`src/rtl/pe_array_ctrl_pkg.sv`:
```
// Shared types and sizing helpers for the pe_array job sequencer.
package pe_array_ctrl_pkg;

  localparam int DEF_AW = 10;
  localparam int DEF_KW = 8;

  typedef enum logic [2:0] {
    S_IDLE   = 3'd0,
    S_CLEAR  = 3'd1,
    S_STREAM = 3'd2,
    S_DRAIN  = 3'd3,
    S_DONE   = 3'd4
  } state_e;

  // clog2(cycles+1), at least 1, so the drain counter can hold the full count
  function automatic int drain_w(input int cycles);
    int n;
    int w;
    n = cycles + 1;
    w = 1;
    for (int i = 0; i < 31; i++)
      if ((1 << i) < n) w = i + 1;
    return w;
  endfunction

endpackage

```
`src/rtl/pe_array_ctrl_if.sv`:
```
// Command and done handshake between the layer scheduler and the job sequencer.
interface pe_array_ctrl_if
  import pe_array_ctrl_pkg::*;
#(
  parameter int ARRAY_NUM = 3,
  parameter int AW        = DEF_AW,
  parameter int KW        = DEF_KW
);
  logic                 iCmdValid;
  logic                 oCmdReady;
  logic [KW-1:0]        iCmdTaps;
  logic [AW-1:0]        iCmdWBase;
  logic [AW-1:0]        iCmdDBase;
  logic [ARRAY_NUM-2:0] iCmdPassLeft;
  logic [4:0]           iCmdShift;
  logic                 oDoneValid;
  logic                 iDoneReady;

  modport master (
    output iCmdValid, iCmdTaps, iCmdWBase, iCmdDBase, iCmdPassLeft, iCmdShift, iDoneReady,
    input  oCmdReady, oDoneValid
  );

  modport slave (
    input  iCmdValid, iCmdTaps, iCmdWBase, iCmdDBase, iCmdPassLeft, iCmdShift, iDoneReady,
    output oCmdReady, oDoneValid
  );
endinterface

```
`src/rtl/pe_array_ctrl_addr_gen.sv`:
```
// Buffer address generator: loads a base, then steps by one per enabled read, wrapping at 2^AW.
module pe_addr_gen #(
  parameter int AW = 10
) (
  input  logic          iClk,
  input  logic          iRstN,
  input  logic          iLoad,
  input  logic [AW-1:0] iBase,
  input  logic          iInc,
  output logic [AW-1:0] oAddr
);
  logic [AW-1:0] addr_q, addr_d;

  always_comb begin
    addr_d = addr_q;
    if (iLoad)     addr_d = iBase;
    else if (iInc) addr_d = addr_q + AW'(1);
  end

  always_ff @(posedge iClk or negedge iRstN)
    if (!iRstN) addr_q <= '0;
    else        addr_q <= addr_d;

  assign oAddr = addr_q;
endmodule

```
`src/rtl/pe_array_ctrl.sv`:
```
// Job sequencer for pe_array: clear, stream K taps, drain the array pipeline, hold done.
module pe_array_ctrl
  import pe_array_ctrl_pkg::*;
#(
  parameter int ARRAY_NUM    = 3,
  parameter int AW           = DEF_AW,
  parameter int KW           = DEF_KW,
  parameter int DRAIN_CYCLES = ARRAY_NUM + 2
) (
  input  logic                 iClk,
  input  logic                 iRstN,
  pe_array_ctrl_if.slave       cmd,
  input  logic                 iAbort,
  output logic                 oWeightRdEn,
  output logic [AW-1:0]        oWeightRdAddr,
  input  logic [7:0]           iWeightRdData,
  output logic                 oDataRdEn,
  output logic [AW-1:0]        oDataRdAddr,
  output logic [7:0]           oWeight,
  output logic                 oClearAcc,
  output logic [ARRAY_NUM-2:0] oCfsPassDataLeft,
  output logic [4:0]           oCfsOutputLeftShift,
  output logic                 oBusy
);
  localparam int DW = drain_w(DRAIN_CYCLES);

  state_e               state_q, state_d;
  logic [KW-1:0]        taps_q, taps_d, cnt_q, cnt_d;
  logic [DW-1:0]        dcnt_q, dcnt_d;
  logic [ARRAY_NUM-2:0] pass_q, pass_d;
  logic [4:0]           shift_q, shift_d;
  logic                 rd_en_q, rd_en_d, clr_q, clr_d, done_q, done_d;
  logic                 rdy_q, rdy_d, busy_q, busy_d, rd_vld_q, rd_vld_d;
  logic                 accept;

  assign accept = cmd.iCmdValid & rdy_q;

  always_comb begin
    state_d = state_q;
    taps_d  = taps_q;
    cnt_d   = cnt_q;
    dcnt_d  = dcnt_q;
    pass_d  = pass_q;
    shift_d = shift_q;
    case (state_q)
      S_IDLE: if (accept) begin
        state_d = S_CLEAR;
        taps_d  = cmd.iCmdTaps;
        pass_d  = cmd.iCmdPassLeft;
        shift_d = cmd.iCmdShift;
      end
      // K=0 skips the stream; one cycle less of drain lines done up with the K>0 timing
      S_CLEAR: begin
        cnt_d = '0;
        if (taps_q != '0) state_d = S_STREAM;
        else begin
          state_d = S_DRAIN;
          dcnt_d  = DW'(DRAIN_CYCLES - 1);
        end
      end
      S_STREAM: begin
        cnt_d = cnt_q + KW'(1);
        if (cnt_q == taps_q - KW'(1)) begin
          state_d = S_DRAIN;
          dcnt_d  = DW'(DRAIN_CYCLES);
        end
      end
      S_DRAIN: if (dcnt_q == '0) state_d = S_DONE;
               else              dcnt_d  = dcnt_q - DW'(1);
      S_DONE:  if (cmd.iDoneReady) state_d = S_IDLE;
      default: state_d = S_IDLE;
    endcase
    if (iAbort && state_q != S_IDLE) state_d = S_IDLE;
  end

  // outputs are registered decodes of the next state
  assign rd_en_d  = (state_d == S_STREAM);
  assign clr_d    = (state_d == S_CLEAR);
  assign done_d   = (state_d == S_DONE);
  assign rdy_d    = (state_d == S_IDLE);
  assign busy_d   = (state_d != S_IDLE);
  assign rd_vld_d = rd_en_q;

  always_ff @(posedge iClk or negedge iRstN)
    if (!iRstN) begin
      state_q  <= S_IDLE;
      taps_q   <= '0;
      cnt_q    <= '0;
      dcnt_q   <= '0;
      pass_q   <= '0;
      shift_q  <= '0;
      rd_en_q  <= 1'b0;
      clr_q    <= 1'b0;
      done_q   <= 1'b0;
      rdy_q    <= 1'b1;
      busy_q   <= 1'b0;
      rd_vld_q <= 1'b0;
    end else begin
      state_q  <= state_d;
      taps_q   <= taps_d;
      cnt_q    <= cnt_d;
      dcnt_q   <= dcnt_d;
      pass_q   <= pass_d;
      shift_q  <= shift_d;
      rd_en_q  <= rd_en_d;
      clr_q    <= clr_d;
      done_q   <= done_d;
      rdy_q    <= rdy_d;
      busy_q   <= busy_d;
      rd_vld_q <= rd_vld_d;
    end

  pe_addr_gen #(.AW(AW)) u_waddr (
    .iClk(iClk), .iRstN(iRstN), .iLoad(accept), .iBase(cmd.iCmdWBase),
    .iInc(rd_en_q), .oAddr(oWeightRdAddr)
  );

  pe_addr_gen #(.AW(AW)) u_daddr (
    .iClk(iClk), .iRstN(iRstN), .iLoad(accept), .iBase(cmd.iCmdDBase),
    .iInc(rd_en_q), .oAddr(oDataRdAddr)
  );

  // unqualified read data is forced to zero so frozen accumulators add nothing
  assign oWeight             = rd_vld_q ? iWeightRdData : 8'd0;
  assign oWeightRdEn         = rd_en_q;
  assign oDataRdEn           = rd_en_q;
  assign oClearAcc           = clr_q;
  assign oCfsPassDataLeft    = pass_q;
  assign oCfsOutputLeftShift = shift_q;
  assign oBusy               = busy_q;
  assign cmd.oCmdReady       = rdy_q;
  assign cmd.oDoneValid      = done_q;
endmodule

```
`src/flat_wrapper.sv`:
```
// flat-port wrapper written by rule: the top's interface ports become plain ports
module pe_array_ctrl_flat import pe_array_ctrl_pkg::*;
#(
  parameter int ARRAY_NUM    = 3,
  parameter int AW           = DEF_AW,
  parameter int KW           = DEF_KW,
  parameter int DRAIN_CYCLES = ARRAY_NUM + 2
)
  (iClk, iRstN, iAbort, oWeightRdEn, oWeightRdAddr, iWeightRdData, oDataRdEn, oDataRdAddr, oWeight, oClearAcc, oCfsPassDataLeft, oCfsOutputLeftShift, oBusy, cmd_iCmdValid, cmd_iCmdTaps, cmd_iCmdWBase, cmd_iCmdDBase, cmd_iCmdPassLeft, cmd_iCmdShift, cmd_iDoneReady, cmd_oCmdReady, cmd_oDoneValid);
  pe_array_ctrl_if #(.ARRAY_NUM(ARRAY_NUM), .AW(AW), .KW(KW)) cmd_i ();
  input  logic iClk;
  input  logic iRstN;
  input  logic iAbort;
  output logic oWeightRdEn;
  output logic [AW-1:0] oWeightRdAddr;
  input  logic [7:0] iWeightRdData;
  output logic oDataRdEn;
  output logic [AW-1:0] oDataRdAddr;
  output logic [7:0] oWeight;
  output logic oClearAcc;
  output logic [ARRAY_NUM-2:0] oCfsPassDataLeft;
  output logic [4:0] oCfsOutputLeftShift;
  output logic oBusy;
  input wire logic [$bits(cmd_i.iCmdValid)-1:0] cmd_iCmdValid;
  input wire logic [$bits(cmd_i.iCmdTaps)-1:0] cmd_iCmdTaps;
  input wire logic [$bits(cmd_i.iCmdWBase)-1:0] cmd_iCmdWBase;
  input wire logic [$bits(cmd_i.iCmdDBase)-1:0] cmd_iCmdDBase;
  input wire logic [$bits(cmd_i.iCmdPassLeft)-1:0] cmd_iCmdPassLeft;
  input wire logic [$bits(cmd_i.iCmdShift)-1:0] cmd_iCmdShift;
  input wire logic [$bits(cmd_i.iDoneReady)-1:0] cmd_iDoneReady;
  output wire logic [$bits(cmd_i.oCmdReady)-1:0] cmd_oCmdReady;
  output wire logic [$bits(cmd_i.oDoneValid)-1:0] cmd_oDoneValid;
  assign cmd_i.iCmdValid = cmd_iCmdValid;
  assign cmd_i.iCmdTaps = cmd_iCmdTaps;
  assign cmd_i.iCmdWBase = cmd_iCmdWBase;
  assign cmd_i.iCmdDBase = cmd_iCmdDBase;
  assign cmd_i.iCmdPassLeft = cmd_iCmdPassLeft;
  assign cmd_i.iCmdShift = cmd_iCmdShift;
  assign cmd_i.iDoneReady = cmd_iDoneReady;
  assign cmd_oCmdReady = cmd_i.oCmdReady;
  assign cmd_oDoneValid = cmd_i.oDoneValid;
  pe_array_ctrl #(.ARRAY_NUM(ARRAY_NUM), .AW(AW), .KW(KW), .DRAIN_CYCLES(DRAIN_CYCLES)) u_core (.iClk(iClk), .iRstN(iRstN), .cmd(cmd_i), .iAbort(iAbort), .oWeightRdEn(oWeightRdEn), .oWeightRdAddr(oWeightRdAddr), .iWeightRdData(iWeightRdData), .oDataRdEn(oDataRdEn), .oDataRdAddr(oDataRdAddr), .oWeight(oWeight), .oClearAcc(oClearAcc), .oCfsPassDataLeft(oCfsPassDataLeft), .oCfsOutputLeftShift(oCfsOutputLeftShift), .oBusy(oBusy));
endmodule
```
`config.mk`:
```
export PLATFORM = sky130hd
export DESIGN_NAME = pe_array_ctrl_flat
export DESIGN_NICKNAME = d
export VERILOG_FILES = /design/src/rtl/pe_array_ctrl_pkg.sv /design/src/rtl/pe_array_ctrl_if.sv /design/src/rtl/pe_array_ctrl_addr_gen.sv /design/src/rtl/pe_array_ctrl.sv /design/src/flat_wrapper.sv
export SDC_FILE = /design/constraint.sdc
export NUM_CORES = 1
export LEC_CHECK = 0
export ABC_AREA = 1
export CAP_MARGIN = 20
export CORE_AREA = 2 2 113 71
export DETAILED_ROUTE_END_ITERATION = 7
export DIE_AREA = 0 0 115 73
export PLACE_DENSITY = 0.75
export SETUP_SLACK_MARGIN = 0.3
export SLEW_MARGIN = 20
export SYNTH_ARGS = -nofsm -noshare
export SYNTH_HDL_FRONTEND = slang
export SYNTH_SLANG_ARGS = --single-unit
```
`constraint.sdc`:
```
create_clock -name iClk -period 1.4 [get_ports iClk]
set_input_delay 0.28 -clock iClk [delete_from_list [all_inputs] [get_ports iClk]]
set_output_delay 0.28 -clock iClk [all_outputs]
set_load 0.01 [all_outputs]
```
* After elaboration in Yosys (flattened, before gate mapping)
Index checks and enable logic that the tools add are counted.
** Storage, ports and cells
- Bits in registers :: 55
- Input port bits :: 48
- Output and inout port bits :: 41
- Word-level logic and storage cells :: 60
** Cells by class
- Add/sub/neg operators :: 5
- Eq/ne operators :: 11
- Muxes and demuxes :: 17
- Bitwise gates (word level) :: 1
- Reductions and logical operators :: 12
** Operators by type and width (number)
- 2-to-1 mux 10 bit :: 4
- 2-to-1 mux 3 bit :: 8
- adder 10 x 1 -> 10 bit (second input constant) :: 2
- case mux 8 bit (2 select lines) :: 1
- case mux 3 bit (5 select lines) :: 1
- equality test 3 x 2 -> 1 bit (second input constant) :: 3
- zero test 3 bit :: 3
- case mux 3 bit (3 select lines) :: 1
- nonzero test 3 bit :: 3
- adder 8 x 1 -> 8 bit (second input constant) :: 1
- equality test 8 bit :: 1
- 2-to-1 mux 8 bit :: 1
- nonzero test 8 bit :: 1
- subtractor 8 x 1 -> 8 bit (second input constant) :: 1
- equality test 3 x 1 -> 1 bit (second input constant) :: 2
- equality test 3 bit (second input constant) :: 2
- != test 2 bit (second input constant) :: 2
- AND reduction 4 bit :: 1
- nonzero test 2 bit :: 2
- subtractor 3 x 1 -> 3 bit (second input constant) :: 1
- != test 2 x 1 -> 1 bit (second input constant) :: 1
- AND reduction 2 bit :: 1
- bitwise AND 1 bit :: 1
- logical AND 1 bit :: 1
- 2-to-1 mux 1 bit :: 1

* Logic depth before layout (Yosys ltp)
Gate-level depths: netlist of the first run.
- Word-level depth :: 6
- Depth in mapped cells :: 14
- Depth with buffers taken out :: 14

* Cells and area by module
Synthesis of the first run repeated with hierarchy kept, for this count alone.
** Unflattened totals
- Cells, all modules :: 406
- Area, all modules :: 3126.7 um^2
** By module, submodules not included
- pe_array_ctrl :: instances 1, cells an instance 254, area each 1928.1 um^2, sequential area each 877.1 um^2
- pe_addr_gen :: instances 2, cells an instance 76, area each 599.3 um^2, sequential area each 250.2 um^2

* Worst setup path after synthesis of the first run
OpenSTA, ideal clock, no wires.
- Kind :: reg2reg
- Start :: register u_core.taps_q[0]
- End :: register u_core.dcnt_q[2]
- Setup time :: 117 ps
- Data arrival time :: 1418 ps
- Data required time :: 1283 ps
- Slack :: -134 ps
- Stages on the path, launching flop included :: 14
- Path buffers :: 0
- Clock period less this slack :: 1534 ps
- Cell sequence :: dfrtp_1 > inv_1 > ha_1 > nand2_1 > nor2_1 > nand2_1 > nand2_1 > nand3_1 > nor2_1 > nand2_1 > nand2_2 > nand2_2 > nand2_1 > nand2_1
** On the way
- Word-level cells in the longest chain between the ends :: 4
- Elaborated cells on any way between the ends :: 6
- Classes of those cells :: add/sub (1); eq/ne (3); reduce/logical (2)
** Ends and longest elaborated chain
- start, declared :: line pe_array_ctrl.sv:28 : logic [KW-1:0] taps_q, taps_d, cnt_q, cnt_d;
- start signal, assigned :: line pe_array_ctrl.sv:100 : taps_q <= taps_d;
- subtractor 8 x 1 -> 8 bit :: line pe_array_ctrl.sv:63 : if (cnt_q == taps_q - KW'(1)) begin
- equality test 8 bit :: line pe_array_ctrl.sv:63
- != test 2 x 1 -> 1 bit (no line)
- AND reduction 4 bit (no line) *
- end signal, assigned :: line pe_array_ctrl.sv:102 : dcnt_q <= dcnt_d;
- end, declared :: line pe_array_ctrl.sv:29 : logic [DW-1:0] dcnt_q, dcnt_d;
Mark *: on every way between the ends. The rest lies on a longest branch, timed or not.
A chain may end at the register's enable or synchronous reset.

* Worst setup path in the final report of the first run
- Start :: register u_core.taps_q[3]
- End :: register u_core.dcnt_q[0]
Same word-level chain as after synthesis.

==> results of run 1 <==
## final timing paths
check	slack [ns]	to	cells after the start	from
worst max-delay path	-0.33	u_core.dcnt_q[0]	12	u_core.taps_q[3]
worst min-delay path	0.43	u_core.oCfsOutputLeftShift[0]	2	iRstN
worst max register to register	-0.33	u_core.dcnt_q[0]	12	u_core.taps_q[3]
worst min register to register	0.49	u_core.oCfsOutputLeftShift[1]	2	u_core.oCfsOutputLeftShift[1]
max in group asynchronous	0.45	u_core.cmd.oCmdReady	3	iRstN
min in group iClk	0.49	u_core.oCfsOutputLeftShift[1]	2	u_core.oCfsOutputLeftShift[1]
## cell type report
cell class | count | area [sq um] | area share (%)
repair buffers | 217 | 2103 | 34.47
multi-input cells | 297 | 2056 | 33.69
flip-flops and latches | 55 | 1389 | 22.76
inverters | 59 | 274.0 | 4.490
clock buffers | 7 | 132.6 | 2.173
well taps | 94 | 117.6 | 1.927
clock inverters | 1 | 30.03 | 0.4921
## kinds of logic (layout without fill, tap and decap cells)
kind of cell	Yosys count	in the layout	synth area share [%]
DFF	55	55	44.56
adders and majority gates	7	7	2.833
and+or+nand+nor	231	231	32.25
xor gates and xnor gates	6	6	1.700
AOI/OAI and AO/OA	53	53	10.20
buffers and inverters	68	284	8.458
## per-layer routing
layer | track usage [%] | wire [microns] | share of wire [%]
met1 | 35.80 | 5631 | 42
met2 | 43.73 | 6671 | 49
met3 | 4.319 | 912 | 6.8
met4 | 7.631 | 293 | 2.2
met5 | 0 | 0 | 0
## metrics by stage
| stage | cells | hold slack, ns |
|---|---|---|
| 2_1_floorplan | 420 | -0.01559 |
| 3_3_place_gp | 643 | 0.2255 |
| 3_5_place_dp | 643 | 0.2258 |
| 4_1_cts | 692 | 0.4496 |
| 5_1_grt | 730 | 0.4848 |
| 6_report | 730 | 0.4327 |
## cells in the mapped netlist (4+ instances only)
library cell,count
a21oi_1,9
clkbuf_1,5
dfrtp_1,54
ha_1,7
inv_1,50
inv_2,9
nand2_1,127
nand2_2,4
nand3_1,25
nand4_1,5
nor2_1,53
nor3_1,6
o211ai_1,4
o21ai_0,19
o21ai_1,7
o22ai_1,5
## where the power goes
part           leakage, uW  switching (uW)  internal, uW
sequential        0.000667             797          2280
combinational      0.00226            4330          4360
clock            0.0000781             623           850
## state kept, by name, indices dropped and copies added (netlist names), 2 cells and up
signal	cells
u_core.state_q	3
u_core.oCfsOutputLeftShift	5
u_core.dcnt_q	3
u_core.u_waddr.oAddr	10
u_core.cnt_q	8
u_core.taps_q	8
u_core.u_daddr.oAddr	10
u_core.oCfsPassDataLeft	2
## repair_timing
action,4_1_cts,5_1_grt
hold endpoints to repair,13,0
pin swaps,34,50
hold buffers,1,0
cloned,2,2
setup buffers,38,36
setup endpoints to repair,95,93
resized for setup,299,138
## worst max-delay path, delay by kind of cell, from the launching register on
family	cells	cell delay [ns]
DFF	1	0.49
buffers and inverters	1	0.05
and+or+nand+nor	11	1.05
==> impl_metrics.py, run 1 <==
metrics = {
    "floorplanning": {
        "fp.dieH_microns": 73,
        "ioPinCount": 89,
        "start_util_pct": 41.18,
        "die_area_sq_um": 8395,
        "die_w_microns": 115,
        "rows": 25,
        "coreArea_sq_um": 7507,
    },
    "yosys": {
        "ys_warn_count": 0,
        "synthCells": 420,
        "ys_seq_area_share_pct": 44.56,
        "synth.distinct_cells": 37,
        "yosysTopAreaCellShare_pct": 43.71,
        "yosysTopAreaCell": "dfrtp_1",
        "synthesis.nets": 475,
        "async_reset_ff_share_pct": 100.0,
        "synthTopCellsByArea": "dfrtp_1, nand2_1, nor2_1, inv_1, nand3_1",
        "synth-seq-cells": 55,
        "syn_area_sq_um": 3092,
        "synthFlopType": "dfrtp_1",
        "synth_edf_count": 0,
        "avgSynthCellArea_sq_um": 7.361,
    },
    "final_layout": {
        "num_antenna_cells": 0,
        "fin_nets": 690,
        "final_common_cell": "nand2_1",
        "final_cell_mix": "nand2_1, buf_4, buf_6, dfrtp_1, clkdlybuf4s50_1",
        "layout-drive-gt1-share_pct": 53.77,
        "utilization_pct": 81.28,
        "area_growth_pct": 97.37,
        "final_area_sq_um": 6102,
        "fillCellCount": 424,
    },
    "timing": {
        "max_slew.worst_pin.slew_ns": 0.3968,
        "finalClockSkew_ns": 0.009155,
        "fmaxAchievable_mhz": 578.6,
        "slew_violations": 0,
        "relSlewSlack_pct": 73.55,
        "setup_violations": 37,
        "finalCritPeriodShare_pct": 123.5,
        "period_needed_ns": 1.728,
        "rsz0062_at_grt": "true",
        "final.setup.worst_slack_ns": -0.3284,
        "fin_setup_tns_ns": -4.343,
        "hold_viol": 0,
    },
    "status": {
        "status": "complete, but fails checks",
        "violations": "negative setup slack",
    },
    "critical_path": {
        "cp-start-kind": "flop",
        "critPathRequiredTime_ns": 1.59,
        "cpPeakStageDelay_ns": 0.49,
        "slowest_stage": "dfrtp_1",
        "path_max_fanout": 6,
        "crit_path_cell_trace": "nand2_1 -> inv_1 -> nor2_1 -> nor2_1 -> nor2_1 -> nand2_1 -> nor2_2 -> nand2_1 -> nand2_2 -> nand2_2 -> nand2_1 -> nand2_1",
        "critPathKind": "reg2reg",
        "cpMostUsedCell": "nand2_1",
        "end_kind": "flop",
        "arrival_ns": 1.92,
    },
    "route": {
        "drt-total-wl_microns": 13510,
        "dr.first_iter.drc_count": 219,
        "ant_nets": 0,
        "firstDrtPassIters": 4,
        "wire_per_inst_microns": 18.51,
        "num_vias": 3898,
        "vias_per_cell": 5.340,
        "drc_errors": 0,
    },
    "cts": {
        "clockBufferDepth": 2,
        "clock_tree.root_cell": "clkbuf_16",
        "clk_pin_slew_worst_paths_ns": 0.07,
        "h-tree-depth": 2,
        "cts_made_buffers": 5,
        "tritoncts": "done",
        "clkLatencyLatePin_ns": 0.30,
        "cts_sinks": 55,
    },
    "global_routing": {
        "grt_max_degree": 24,
        "antenna_found_initial": 0,
        "grt_pass1_vias": 3496,
        "grtUsageTotal_pct": 26.30,
        "overflow": 0,
        "grt_pass1_wl_microns": 16940,
    },
    "place": {
        "gp_congestion": 0.8719,
        "pre_cts_slack_ns": -0.2864,
        "dpl.hpwl_microns": 6971,
        "dpl_cell_area_sq_um": 4522,
        "portBuffers": 88,
    },
    "min_path": {
        "min_path_type": "in2async",
    },
    "power": {
        "peakVddDrop_v": 0.001070,
        "powerDensity_nw_per_um2": 2170,
        "finalPower_uw": 13240,
        "power_leakage_uw": 0.003003,
    },
    "flow_run": {
        "cap_violations": 0,
    },
}
Note: power is estimated with default switching activity, not from simulation.
==> run 2, diff against run 1 <==
Settings changed: ABC_CLOCK_PERIOD_IN_PS from default to 2200, CORE_AREA 2 2 113 71 to 2 2 111 70, DIE_AREA 0 0 115 73 to 0 0 113 72, PLACE_DENSITY 0.75 to 0.74.
Clock period 1.4 ns to 2.2 ns, I/O delays scaled along.
==> impl_metrics.py, run 2 (same netlist as run 1, synthesis figures left out) <==
metrics = {
    "critical_path": {
        "reg2reg_setup_slack_ns": 0.50,
        "path_max_fanout": 7,
        "r2r-end": "u_core.u_daddr.oAddr[8]",
        "crit_path_cell_trace": "clkdlybuf4s50_1",
        "crit_cells": 1,
        "slowest_stage": "clkdlybuf4s50_1",
        "crit_path_end": "oWeightRdAddr[6]",
        "reg2reg_from": "u_core.u_daddr.oAddr[1]",
        "cp-start-kind": "flop",
        "cp_top_family": "buffers and inverters",
        "path_buf_inv": 1,
        "arrival_ns": 1.37,
        "end_kind": "output pin",
        "critPathKind": "reg2out",
        "critPathLaunch": "u_core.u_waddr.oAddr[6]",
        "r2r_cells": 9,
        "critPathRequiredTime_ns": 1.76,
        "cpPeakStageDelay_ns": 0.59,
    },
    "place": {
        "portBuffers": 88,
        "dpl.hpwl_microns": 6234,
        "dpl_cell_area_sq_um": 4114,
        "placed_cells": 598,
        "gp_congestion": 0.8851,
        "pre_cts_slack_ns": 0.2194,
    },
    "flow_run": {
        "cap_violations": 0,
    },
    "status": {
        "violations": "design-rule violations",
        "status": "complete, but fails checks",
    },
    "route": {
        "drt-total-wl_microns": 8136,
        "ant_nets": 0,
        "firstDrtPassIters": 7,
        "wire_per_inst_microns": 13.45,
        "num_vias": 3004,
        "drc_errors": 6,
        "vias_per_cell": 4.965,
        "dr.first_iter.drc_count": 224,
    },
    "timing": {
        "finalCritPeriodShare_pct": 82.23,
        "final.setup.worst_slack_ns": 0.3910,
        "fmaxAchievable_mhz": 552.8,
        "relSlewSlack_pct": 76.90,
        "slew_violations": 0,
        "rsz0062_at_grt": "false",
        "finalClockSkew_ns": 0.006558,
        "setup_violations": 0,
        "max_slew.worst_pin.slew_ns": 0.3447,
        "hold_viol": 0,
        "period_needed_ns": 1.809,
        "fin_setup_tns_ns": 0,
    },
    "min_path": {
        "min_path_type": "in2async",
    },
    "floorplanning": {
        "ioPinCount": 89,
        "start_util_pct": 43.63,
        "die_w_microns": 113,
        "die_area_sq_um": 8136,
        "rows": 24,
        "fp.dieH_microns": 72,
        "coreArea_sq_um": 7087,
    },
    "global_routing": {
        "grt_pass1_wl_microns": 13320,
        "grt_max_degree": 56,
        "overflow": 0,
        "grtUsageTotal_pct": 20.40,
        "grt_pass1_vias": 2789,
        "antenna_found_initial": 0,
    },
    "final_layout": {
        "fin_nets": 569,
        "final_area_sq_um": 4268,
        "num_antenna_cells": 0,
        "area_growth_pct": 38.04,
        "layout-drive-gt1-share_pct": 8.366,
        "final_common_cell": "nand2_1",
        "final_cell_mix": "nand2_1, clkdlybuf4s50_1, dfrtp_1, nor2_1, inv_1",
        "finalNonFillerCells": 605,
        "fillCellCount": 648,
    },
    "cts": {
        "clockBufferDepth": 2,
        "tritoncts": "done",
        "cts_sinks": 55,
        "cts_made_buffers": 5,
        "clock_tree.root_cell": "clkbuf_16",
        "clk_pin_slew_worst_paths_ns": 0.07,
        "clkLatencyLatePin_ns": 0.29,
        "h-tree-depth": 2,
    },
    "power": {
        "finalPower_uw": 5533,
        "peakVddDrop_v": 0.0006411,
        "power_leakage_uw": 0.002120,
        "powerDensity_nw_per_um2": 1297,
    },
}
## run 2: changes by cell type in the layout (fill, tap and decap cells not counted), moves of 35 or more
cell / delta
clkdlybuf4s50_1: +35
buf_4: -63
buf_6: -68
nand2_2: -37
nand2_1: +52
## run 2: area by class of cell
cell class	instances	area [sq um]	share of cell area, %
sequential	55	1378	32.28
timing repair buffer	96	938.4	21.99
inverter	59	221.5	5.189
multi-input combinational	297	1458	34.15
clock buffer	6	128.9	3.020
tap	91	113.9	2.668
clock inverter	1	30.03	0.7036
## run 2: per-layer routing
metal	up-vias	share of wire (%)	global-route usage, %
met5	-	0	0
met4	0	0.97	4.607
met3	9	7.4	4.595
met2	101	40	28.34
met1	1371	52	32.21
li1	1523	-	-
## run 2: worst reg2reg max path, stage by stage, from the launching register on
cell and delay (ns):
dfrtp_1 0.41, ha_1 0.21, nand3_1 0.15, nor2_1 0.18, nand2_1 0.09, nor2_1 0.13, nand2_1 0.09, xor2_1 0.15
o21bai_1 0.12, inv_1 0.05
## run 2: worst min path at each step
stage | endpoint | slack (ns) | start
final | u_core.taps_q[1] | 0.14 | iRstN
after global placement | u_core.oCfsOutputLeftShift[1] | 0.46 | iRstN
after CTS | u_core.oCfsOutputLeftShift[0] | 0.15 | iRstN
after floorplan | u_core.cmd.oDoneValid | 0.14 | iRstN
after global routing | u_core.taps_q[1] | 0.17 | iRstN
after detailed placement | u_core.dcnt_q[1] | 0.46 | u_core.dcnt_q[1]
## run 2: what timing repair did
action | in CTS | in global routing
setup endpoints to repair | 8 | 8
hold endpoints to repair | 0 | 0
buffers inserted | 0 | 0
hold buffers | 0 | 0
gates resized for setup | 8 | 3
## run 2: power breakdown
group          leakage (uW)  internal [uW]  total, uW  switching (uW)
clock network     0.0000769            532        879             347
logic               0.00137           1250       2780            1530
registers          0.000678           1440       1880             439
## run 2: per-stage QoR
stage	hold WS, ns	util, %
2_1_floorplan	0.1444	-
3_3_place_gp	0.4587	58.05
3_5_place_dp	0.4590	58.05
5_1_grt	0.1720	60.22
6_report	0.1409	60.22
4_1_cts	0.1547	60.15
